===== src/rtl/mux_rr_pipe.sv =====
// N-input selector with fixed-select or round-robin grant feeding a one-entry registered output.
// Define MUX_STALL_CNT_EN to add the saturating stall_cnt output.
module mux_rr_pipe #(
   parameter  int WIDTH  = 16,
   parameter  int NUM_IN = 4,
   localparam int SEL_W  = $clog2(NUM_IN)
) (
   input  logic                    clk,
   input  logic                    rst_n,
   input  logic [NUM_IN*WIDTH-1:0] in_data,
   input  logic [NUM_IN-1:0]       in_valid,
   output logic [NUM_IN-1:0]       in_ready,
   input  logic                    mode,
   input  logic [SEL_W-1:0]        sel,
   output logic [WIDTH-1:0]        out_data,
   output logic [SEL_W-1:0]        out_src,
   output logic                    out_valid,
   input  logic                    out_ready
`ifdef MUX_STALL_CNT_EN
   ,
   output logic [15:0]             stall_cnt
`endif
);

   logic [SEL_W-1:0]  ptr;
   logic [SEL_W-1:0]  grant;
   logic              has_grant;
   logic              load_en;
   logic              xfer;
   logic [NUM_IN-1:0] rot_valid;
   logic [WIDTH-1:0]  grant_word;

   assign load_en = !out_valid || out_ready;
   assign xfer    = load_en && has_grant;

   // rot_valid[k] is the request of channel (ptr+k) wrapped, so the first set bit is the rr winner
   always_comb begin
      grant     = '0;
      has_grant = 1'b0;
      rot_valid = NUM_IN'({in_valid, in_valid} >> ptr);
      if (!mode) begin
         for (int i = 0; i < NUM_IN; i++) begin
            if (int'(sel) == i && in_valid[i]) begin
               grant     = SEL_W'(i);
               has_grant = 1'b1;
            end
         end
      end else begin
         for (int k = 0; k < NUM_IN; k++) begin
            if (!has_grant && rot_valid[k]) begin
               has_grant = 1'b1;
               grant     = (int'(ptr) + k >= NUM_IN) ? SEL_W'(int'(ptr) + k - NUM_IN)
                                                     : SEL_W'(int'(ptr) + k);
            end
         end
      end
   end

   always_comb begin
      grant_word = '0;
      in_ready   = '0;
      for (int i = 0; i < NUM_IN; i++) begin
         if (int'(grant) == i) grant_word = in_data[i*WIDTH +: WIDTH];
         in_ready[i] = rst_n && load_en && has_grant && (int'(grant) == i);
      end
   end

   always_ff @(posedge clk or negedge rst_n) begin
      if (!rst_n) begin
         out_data  <= '0;
         out_src   <= '0;
         out_valid <= 1'b0;
         ptr       <= '0;
      end else begin
         if (xfer) begin
            out_data  <= grant_word;
            out_src   <= grant;
            out_valid <= 1'b1;
            if (mode) ptr <= (int'(grant) == NUM_IN - 1) ? '0 : grant + 1'b1;
         end else if (out_ready) begin
            out_valid <= 1'b0;
         end
      end
   end

`ifdef MUX_STALL_CNT_EN
   always_ff @(posedge clk or negedge rst_n) begin
      if (!rst_n) stall_cnt <= '0;
      else if (out_valid && !out_ready && stall_cnt != 16'hFFFF) stall_cnt <= stall_cnt + 16'd1;
   end
`endif

endmodule


===== config.mk =====
export PLATFORM = sky130hd
export DESIGN_NAME = mux_rr_pipe
export DESIGN_NICKNAME = d
export VERILOG_FILES = /design/src/rtl/mux_rr_pipe.sv
export SDC_FILE = /design/constraint.sdc
export NUM_CORES = 1
export LEC_CHECK = 0
export BUFFER_PORTS_ARGS = -buffer_cell sky130_fd_sc_hd__buf_2
export CAP_MARGIN = 20
export CORE_MARGIN = 1
export CORE_UTILIZATION = 45
export CTS_CLUSTER_DIAMETER = 100
export DETAILED_ROUTE_END_ITERATION = 8
export GPL_TIMING_DRIVEN = 0
export PLACE_DENSITY = 0.83
export SLEW_MARGIN = 0
export SYNTH_ARGS = -nofsm -noshare
export SYNTH_HDL_FRONTEND = slang
export SYNTH_SLANG_ARGS = --single-unit

===== constraint.sdc =====
create_clock -name clk -period 5.8 [get_ports clk]
set_clock_uncertainty 0.15 [all_clocks]
set_input_delay 0.87 -clock clk [delete_from_list [all_inputs] [get_ports clk]]
set_output_delay 0.87 -clock clk [all_outputs]
set_load 0.01 [all_outputs]

==> impl_metrics.env, run 1 <==
export IMPL_status="complete, no violations"
export IMPL_synth_cells=160
export IMPL_clock_latency_ns=0.31
export IMPL_crit_type="in -> out"
export IMPL_post_synth_top_count_cell="dfrtp_1"
export IMPL_report_final_slew_viol_count=0
export IMPL_ant_nets=0
export IMPL_fin_area_mm2=0.00216
export IMPL_place_hpwl_mm=3.53
export IMPL_die_y_um=61.6
export IMPL_htreeDepth=1
export IMPL_wl_per_cell_um=14.7
export IMPL_clockBufferDepth=2
export IMPL_nNetsFinal=339
export IMPL_fp_dieW_um=61.6
export IMPL_grt_antenna_before_repair=0
export IMPL_hold_class="in -> async"
export IMPL_cts_tree="done"
export IMPL_fin_crit_sh=0.697
export IMPL_cp_max_fo=10
export IMPL_post_synth_top_area_fraction=0.329
export IMPL_dr_pass1_iters=4
export IMPL_ctsHoldBuffers=0
export IMPL_grt_start_max_net_pins=26
export IMPL_maxSlewHeadroom=0.603
export IMPL_clk_pin_slew_ns=0.12
export IMPL_root_buffer="clkbuf_4"
export IMPL_port_buffers=96
export IMPL_ys_top_cells_by_count="dfrtp_1 (21), nand2_1 (20), nor2b_1 (16), o31ai_1 (16)"
export IMPL_rsz0062_at_grt="false"
export IMPL_viasPerCell=5.47
export IMPL_cap_violations=0
export IMPL_grt_overflow=0
export IMPL_rr_worst_depth=10
export IMPL_synth_main_ff_cell="dfrtp_1"
export IMPL_arrival_ns=3.02
export IMPL_powerDensity_mw_per_mm2=340
export IMPL_fin_crit_ns=4.04
export IMPL_initial_utilization=0.475
export IMPL_gp_congestion=0.763
export IMPL_core_area_mm2=0.00336
export IMPL_synth_edff_count=0
export IMPL_grt_use_total=0.232
export IMPL_fmax_mhz=247
export IMPL_cts_sinks=21
export IMPL_final_cells=306
export IMPL_yosys_area_top_type="dfrtp_1"
export IMPL_synthDistinctLibCells=34
export IMPL_worstPathRequired_ns=4.78
export IMPL_io_pins=97
export IMPL_first_global_vias=1462
export IMPL_ir_drop_mv=0.274
export IMPL_final_setup_viol_count=0
export IMPL_finalHoldViolCount=0
export IMPL_die_area_mm2=0.00379
export IMPL_critPathLaunchType="primary input"
export IMPL_vias=1675
export IMPL_grt_pass1_wl_mm=6.47
export IMPL_post_cts_resize_count=0
export IMPL_ys_seq_area_frac=0.329
export IMPL_placed_area_mm2=0.00213
export IMPL_synth_nets=238
export IMPL_avgSynthCellArea_um2=9.98
export IMPL_rows=21
export IMPL_antenna_cells=0
export IMPL_timing_setup_tns_ns=0
export IMPL_drc=0
export IMPL_synth_seq_cells=21
export IMPL_p_leak_nw=1.09
export IMPL_cts_made_buffers=3
export IMPL_drt_iter0_markers=101
export IMPL_syn_area_mm2=0.00160
export IMPL_drive_gt1_frac=0.485
export IMPL_area_growth_pct=35.4
export IMPL_ys_warn_count=0
export IMPL_postCtsSetupBuffers=0
export IMPL_synthTopCellsByArea="dfrtp_1 (33%), mux2_4 (14%), a221oi_1 (8.2%)"
export IMPL_drt_total_wl_mm=4.51
export IMPL_cp_end_kind="output port"
export IMPL_synth_async_reset_ratio=1.00
export IMPL_worst_pin_slew_ns=0.593
export IMPL_numPlacedInstances=302
[worst paths after layout]
| path | start | slack (ns) | end |
|---|---|---|---|
| setup / recovery | in_valid[2] | 1.76 | in_ready[3] |
| hold / removal | rst_n | 0.35 | out_data[3]$_DFFE_PN0P_ |
| setup reg to reg | ptr[1]$_DFFE_PN0P_ | 2.71 | out_data[8]$_DFFE_PN0P_ |
| hold reg to reg | out_data[0]$_DFFE_PN0P_ | 0.37 | out_data[0]$_DFFE_PN0P_ |
| max in group asynchronous | rst_n | 4.79 | out_data[0]$_DFFE_PN0P_ |
| min in group clk | out_data[0]$_DFFE_PN0P_ | 0.37 | out_data[0]$_DFFE_PN0P_ |
[per-layer routing]
| metal | up-vias | GRT usage | routed length (um) |
|---|---|---|---|
| met5 | - | 0 | 0 |
| met1 | 811 | 0.310 | 2030 |
| met2 | 57 | 0.390 | 2210 |
| li1 | 802 | - | - |
| met4 | 0 | 0.0635 | 42 |
| met3 | 5 | 0.0357 | 225 |
[where the power goes]
group / switching, mW / total (mW) / internal, mW
Combinational: 0.192 / 0.410 / 0.218
Clock: 0.0470 / 0.0728 / 0.0258
Sequential: 0.0402 / 0.253 / 0.213
Total: 0.279 / 0.736 / 0.457
[cells in the final DEF, fill, tap and decap left out, types with 2 or more instances in the layout]
master     n
buf_2     98
dfrtp_1   21
nand2_1   20
nor2b_1   16
o31ai_1   16
a221oi_1  15
mux2_4    15
clkbuf_1   7
a21oi_1    6
inv_1      4
mux2_2     4
and3_1     4
ha_1       4
nand2b_1   3
clkbuf_4   3
mux2i_1    2
and2_1     2
o21ai_0    2
[kinds of logic (layout without fill, tap and decap cells)]
logic type      count (synthesis)  after routing  share of synthesized area
simple gates                   51             51                      0.176
fa+ha+maj                       4              4                     0.0313
flops                          21             21                      0.329
mux                            22             22                      0.196
buf+inv                        16            116                     0.0509
compound gates                 46             46                      0.216
[layout make-up]
type                    instances  area, um2
fillers                       312       1200
multi-input cells             123        990
flip-flops and latches         21        526
repair buffers                 96        480
plain buffers                  12       66.3
well taps                      46       57.6
clock buffers                   3       22.5
inverters                       4       15.0
clock inverters                 1       5.00
[registers in the layout (all words and copies together) (netlist names)]
signal and flops:
out_data 16, out_src 2, out_valid 1, ptr 2
[critical path, cell delays in order]
cell and delay, ns:
buf_2 0.13, mux2i_1 0.13, o22ai_1 0.11, o32ai_1 0.56, ha_1 0.24, buf_1 0.26, clkbuf_1 0.38, and3_1 0.21
buf_2 0.12
[through the flow]
stage / power [mW] / util / setup WS, ns / hold WS [ns]
6_report: 0.736 / 0.643 / 1.76 / 0.352
5_1_grt: 0.789 / 0.643 / 1.55 / 0.380
3_3_place_gp: 0.654 / 0.635 / 1.82 / 0.339
4_1_cts: 0.739 / 0.643 / 1.76 / 0.372
2_1_floorplan: 0.519 / - / 2.36 / 0.362
3_5_place_dp: 0.664 / 0.635 / 1.77 / 0.340
Note: power is estimated with default switching activity, not from simulation.
==> inputs of run 2 (changes only) <==
--- a/config.mk
+++ b/config.mk
@@ -8,11 +8,11 @@
 export BUFFER_PORTS_ARGS = -buffer_cell sky130_fd_sc_hd__buf_2
 export CAP_MARGIN = 20
 export CORE_MARGIN = 1
-export CORE_UTILIZATION = 45
+export CORE_UTILIZATION = 43
 export CTS_CLUSTER_DIAMETER = 100
 export DETAILED_ROUTE_END_ITERATION = 8
 export GPL_TIMING_DRIVEN = 0
-export PLACE_DENSITY = 0.83
+export PLACE_DENSITY = 0.8
 export SLEW_MARGIN = 0
 export SYNTH_ARGS = -nofsm -noshare
 export SYNTH_HDL_FRONTEND = slang
==> constraint.sdc (replaced) <==
create_clock -name clk -period 3.8 [get_ports clk]
set_clock_uncertainty 0.15 [all_clocks]
set_input_delay 0.57 -clock clk [delete_from_list [all_inputs] [get_ports clk]]
set_output_delay 0.57 -clock clk [all_outputs]
set_load 0.01 [all_outputs]
==> impl_metrics.env, run 2 (synthesis results as in run 1) <==
export IMPL_status="complete, no violations"
export IMPL_final_common_cell="buf_2"
export IMPL_timing_setup_tns_ns=0
export IMPL_rrSetupSlack_ns=0.67
export IMPL_maxSlewHeadroom=0.568
export IMPL_rows=21
export IMPL_worst_pin_slew_ns=0.646
export IMPL_report_final_slew_viol_count=0
export IMPL_r2r_start="ptr[1]$_DFFE_PN0P_"
export IMPL_grt_overflow=0
export IMPL_ir_drop_mv=0.310
export IMPL_vias=1617
export IMPL_powerDensity_mw_per_mm2=533
export IMPL_r2r_end="out_data[14]$_DFFE_PN0P_"
export IMPL_largestRegisters="out_data (16), out_src (2), ptr (2)"
export IMPL_cp_max_fo=10
export IMPL_clock_latency_ns=0.26
export IMPL_rr_worst_depth=9
export IMPL_crit_type="reg -> out"
export IMPL_viasPerCell=5.28
export IMPL_initial_utilization=0.464
export IMPL_grt_antenna_before_repair=0
export IMPL_hold_class="in -> async"
export IMPL_finalHoldViolCount=0
export IMPL_fin_crit_ns=3.54
export IMPL_slowest_stage="o32ai_1"
export IMPL_fin_util=0.634
export IMPL_die_area_mm2=0.00396
export IMPL_drc=0
export IMPL_cts_made_buffers=3
export IMPL_clk_pin_slew_ns=0.07
export IMPL_postCtsSetupBuffers=0
export IMPL_dr_pass1_iters=4
export IMPL_final_cell_mix="buf_2 (98), dfrtp_1 (21), nand2_1 (20)"
export IMPL_area_growth_pct=36.6
export IMPL_fp_dieW_um=62.9
export IMPL_antenna_cells=0
export IMPL_num_fill_cells=307
export IMPL_numPlacedInstances=302
export IMPL_htreeDepth=1
export IMPL_cap_violations=0
export IMPL_grt_pass1_wl_mm=7.13
export IMPL_wl_per_cell_um=14.4
export IMPL_ff_latch_area_um2=526
export IMPL_fin_crit_sh=0.931
export IMPL_place_hpwl_mm=3.39
export IMPL_post_cts_resize_count=0
export IMPL_holdWs_ns=0.121
export IMPL_root_buffer="clkbuf_8"
export IMPL_nNetsFinal=339
export IMPL_gp_congestion=0.893
export IMPL_first_global_vias=1534
export IMPL_port_buffers=96
export IMPL_drt_iter0_markers=61
export IMPL_crit_path_frequent_cell="buf_2"
export IMPL_fmax_mhz=283
export IMPL_core_area_mm2=0.00344
export IMPL_cp_cell_sequence="mux2i_1 > o22ai_1 > o32ai_1 > ha_1 > buf_2 > clkbuf_1 > and3_1 > buf_2"
export IMPL_p_leak_nw=1.10
export IMPL_rsz0062_at_grt="false"
export IMPL_arrival_ns=2.82
export IMPL_cp_slowest_stage_delay_ns=0.60
export IMPL_ant_nets=0
export IMPL_critPathLaunchType="flop"
export IMPL_grt_start_max_net_pins=26
export IMPL_grt_use_total=0.229
export IMPL_drive_gt1_frac=0.485
export IMPL_clockBufferDepth=2
export IMPL_regMostFlops="out_data"
export IMPL_multi_input_area_um2=990
export IMPL_final_setup_viol_count=0
export IMPL_cts_tree="done"
export IMPL_largest_register_ffs=16
export IMPL_ctsHoldBuffers=0
export IMPL_final_cells=306
export IMPL_cts_sinks=21
export IMPL_cp_end_kind="output port"
export IMPL_drt_total_wl_mm=4.41
export IMPL_worstPathRequired_ns=3.08
export IMPL_io_pins=97
export IMPL_die_y_um=62.9
[run 2: power breakdown]
part | internal [mW] | total (mW) | switching [mW]
Combinational | 0.333 | 0.629 | 0.296
Clock | 0.0731 | 0.146 | 0.0733
Sequential | 0.325 | 0.386 | 0.0604
Total | 0.732 | 1.16 | 0.430
[run 2: metal layers]
metal | track usage | up-vias | routed length, um
met5 | 0 | - | 0
met4 | 0.0669 | 0 | 65
met3 | 0.0438 | 8 | 315
met2 | 0.394 | 78 | 2120
met1 | 0.288 | 730 | 1910
li1 | - | 801 | -
[run 2: worst max path at each step]
stage / from / slack, ns / cells past startpoint / endpoint
after global routing: ptr[1]$_DFFE_PN0P_ / 0.04 / 8 / in_ready[1]
after floorplan: in_valid[2] / 0.96 / 7 / in_ready[3]
final: ptr[1]$_DFFE_PN0P_ / 0.26 / 8 / in_ready[1]
after detailed placement: in_valid[2] / 0.36 / 9 / in_ready[1]
after CTS: ptr[1]$_DFFE_PN0P_ / 0.27 / 8 / in_ready[1]
after global placement: in_valid[2] / 0.42 / 9 / in_ready[1]
[run 2: cell type report]
type | count | area share
sequential | 21 | 0.241
timing repair buffer | 96 | 0.220
clock buffer | 3 | 0.0189
multi-input combinational | 123 | 0.454
tap | 46 | 0.0264
inverter | 4 | 0.00688
buffer | 12 | 0.0304
clock inverter | 1 | 0.00229
[run 2: per-stage QoR]
step / power (mW) / setup slack (ns) / area (um2)
3_3_place_gp: 1.00 / 0.418 / 2130
3_5_place_dp: 1.01 / 0.363 / 2130
6_report: 1.16 / 0.263 / 2180
2_1_floorplan: 0.792 / 0.963 / 1600
4_1_cts: 1.17 / 0.267 / 2180
5_1_grt: 1.25 / 0.0443 / 2180
[run 2: worst max-delay path, delay by kind of cell, from the launching register on]
kind / cells / cell delay, ns
buf+inv: 3 / 0.75
mux: 1 / 0.20
compound gates: 2 / 0.71
fa+ha+maj: 1 / 0.24
flops: 1 / 0.42
simple gates: 1 / 0.23
==> inputs of run 3 (changes only) <==
--- a/config.mk
+++ b/config.mk
@@ -7,9 +7,11 @@
 export LEC_CHECK = 0
 export BUFFER_PORTS_ARGS = -buffer_cell sky130_fd_sc_hd__buf_2
 export CAP_MARGIN = 20
+export CORE_ASPECT_RATIO = 1.5
 export CORE_MARGIN = 1
 export CORE_UTILIZATION = 43
 export CTS_CLUSTER_DIAMETER = 100
+export CTS_CLUSTER_SIZE = 14
 export DETAILED_ROUTE_END_ITERATION = 8
 export GPL_TIMING_DRIVEN = 0
 export PLACE_DENSITY = 0.8
==> impl_metrics.env, run 3 (synthesis results as in run 1) <==
export IMPL_power_share_clock=0.124
export IMPL_cap_violations=0
export IMPL_grt_overflow=0
export IMPL_cp_slowest_stage_delay_ns=0.56
export IMPL_grt_pass1_wl_mm=7.31
export IMPL_largestRegisters="out_data (16), out_src (2), ptr (2)"
export IMPL_power_frac_seq=0.330
export IMPL_crit_type="reg -> out"
export IMPL_clockBufferDepth=2
export IMPL_drc=0
export IMPL_cp_cell_sequence="mux2i_1 > o22ai_1 > o32ai_1 > ha_1 > buf_1 > clkbuf_1 > and3_1 > buf_2"
export IMPL_arrival_ns=2.75
export IMPL_internal_power_mw=0.731
export IMPL_io_pins=97
export IMPL_post_cts_resize_count=0
export IMPL_vias=1660
export IMPL_cts_sinks=21
export IMPL_r2r_start="ptr[1]$_DFFE_PN0P_"
export IMPL_fp_dieW_um=51.8
export IMPL_clk_pin_slew_ns=0.08
export IMPL_pwr_share_comb=0.545
export IMPL_report_final_slew_viol_count=0
export IMPL_die_y_um=76.6
export IMPL_drt_iter0_markers=39
export IMPL_wl_per_cell_um=15.5
export IMPL_netSwitchingPower_mw=0.430
export IMPL_dr_pass1_iters=4
export IMPL_cp_end_kind="output port"
export IMPL_postCtsSetupBuffers=0
export IMPL_holdWs_ns=0.132
export IMPL_cp_max_fo=10
export IMPL_worstPathRequired_ns=3.08
export IMPL_grt_busiest_layer="met2"
export IMPL_grt_util_met1=0.284
export IMPL_critPathLaunchType="flop"
export IMPL_maxSlewHeadroom=0.603
export IMPL_regMostFlops="out_data"
export IMPL_fin_crit_ns=3.47
export IMPL_rr_worst_depth=10
export IMPL_core_area_mm2=0.00348
export IMPL_nNetsFinal=339
export IMPL_rsz0062_at_grt="false"
export IMPL_switching_share=0.370
export IMPL_ant_nets=0
export IMPL_grt_use_total=0.239
export IMPL_critPathBufInv=3
export IMPL_rows=26
export IMPL_worst_pin_slew_ns=0.594
export IMPL_root_buffer="clkbuf_8"
export IMPL_fmax_mhz=288
export IMPL_initial_utilization=0.459
export IMPL_viasPerCell=5.50
export IMPL_grt_use_met2=0.425
export IMPL_grt_start_max_net_pins=26
export IMPL_antenna_cells=0
export IMPL_cts_tree="done"
export IMPL_finalHoldViolCount=0
export IMPL_grt_use_met3=0.0419
export IMPL_drt_total_wl_mm=4.67
export IMPL_final_cell_mix="buf_2 (98), dfrtp_1 (21), nand2_1 (20)"
export IMPL_cts_made_buffers=3
export IMPL_crit_family="buffers and inverters"
export IMPL_final_setup_viol_count=0
export IMPL_fin_crit_sh=0.913
export IMPL_first_global_vias=1578
export IMPL_hold_class="in -> async"
export IMPL_status="complete, no violations"
export IMPL_grt_antenna_before_repair=0
export IMPL_ctsHoldBuffers=0
export IMPL_die_area_mm2=0.00397
export IMPL_rrSetupSlack_ns=0.69
export IMPL_drive_gt1_frac=0.485
export IMPL_power_mw=1.16
export IMPL_htreeDepth=1
export IMPL_r2r_end="out_data[2]$_DFFE_PN0P_"
export IMPL_timing_critical_path_from="ptr[1]$_DFFE_PN0P_"
export IMPL_gp_congestion=0.787
export IMPL_powerDensity_mw_per_mm2=534
export IMPL_largest_register_ffs=16
export IMPL_ir_drop_mv=0.261
export IMPL_final_common_cell="buf_2"
export IMPL_area_growth_pct=36.3
export IMPL_slowest_stage="o32ai_1"
export IMPL_port_buffers=96
export IMPL_place_hpwl_mm=3.68
export IMPL_timing_setup_tns_ns=0
export IMPL_p_leak_nw=1.10
export IMPL_clock_latency_ns=0.26
## run 3: cell counts in the layout (fill, tap and decap cells not counted)
No cell type changed its count.
## run 3: through the flow
step	cell area, um2	setup WS [ns]	cells	utilization
finish	2180	0.332	302	0.625
global route	2180	0.0816	302	0.625
CTS	2180	0.314	302	0.625
detailed placement	2130	0.362	298	0.612
global placement	2130	0.395	298	0.612
floorplan	1600	0.963	160	-
## run 3: final cells by class
type | count | area (um2)
clock buffers | 3 | 41.3
flip-flops and latches | 21 | 526
inverters | 4 | 15.0
repair buffers | 96 | 480
plain buffers | 12 | 66.3
fillers | 329 | 1310
well taps | 42 | 52.6
multi-input cells | 123 | 990
clock inverters | 1 | 5.00
## run 3: power by group through the flow
stage	clock, mW	sequential, mW	combinational (mW)
finish	0.144	0.384	0.633
global route	0.157	0.397	0.683
CTS	0.149	0.384	0.636
detailed placement	0	0.387	0.631
global placement	0	0.381	0.624
floorplan	0	0.430	0.363
## run 3: metal layers
layer / vias up / part of all wire
li1: 798 / -
met1: 773 / 0.40
met2: 83 / 0.52
met3: 6 / 0.077
met4: 0 / 0.0090
met5: - / 0
## run 3: worst max path at each step
stage | depth (start not counted) | slack, ns | to
finish | 8 | 0.33 | in_ready[3]
global route | 8 | 0.08 | in_ready[3]
CTS | 8 | 0.31 | in_ready[3]
detailed placement | 9 | 0.36 | in_ready[3]
global placement | 9 | 0.40 | in_ready[1]
floorplan | 7 | 0.96 | in_ready[3]
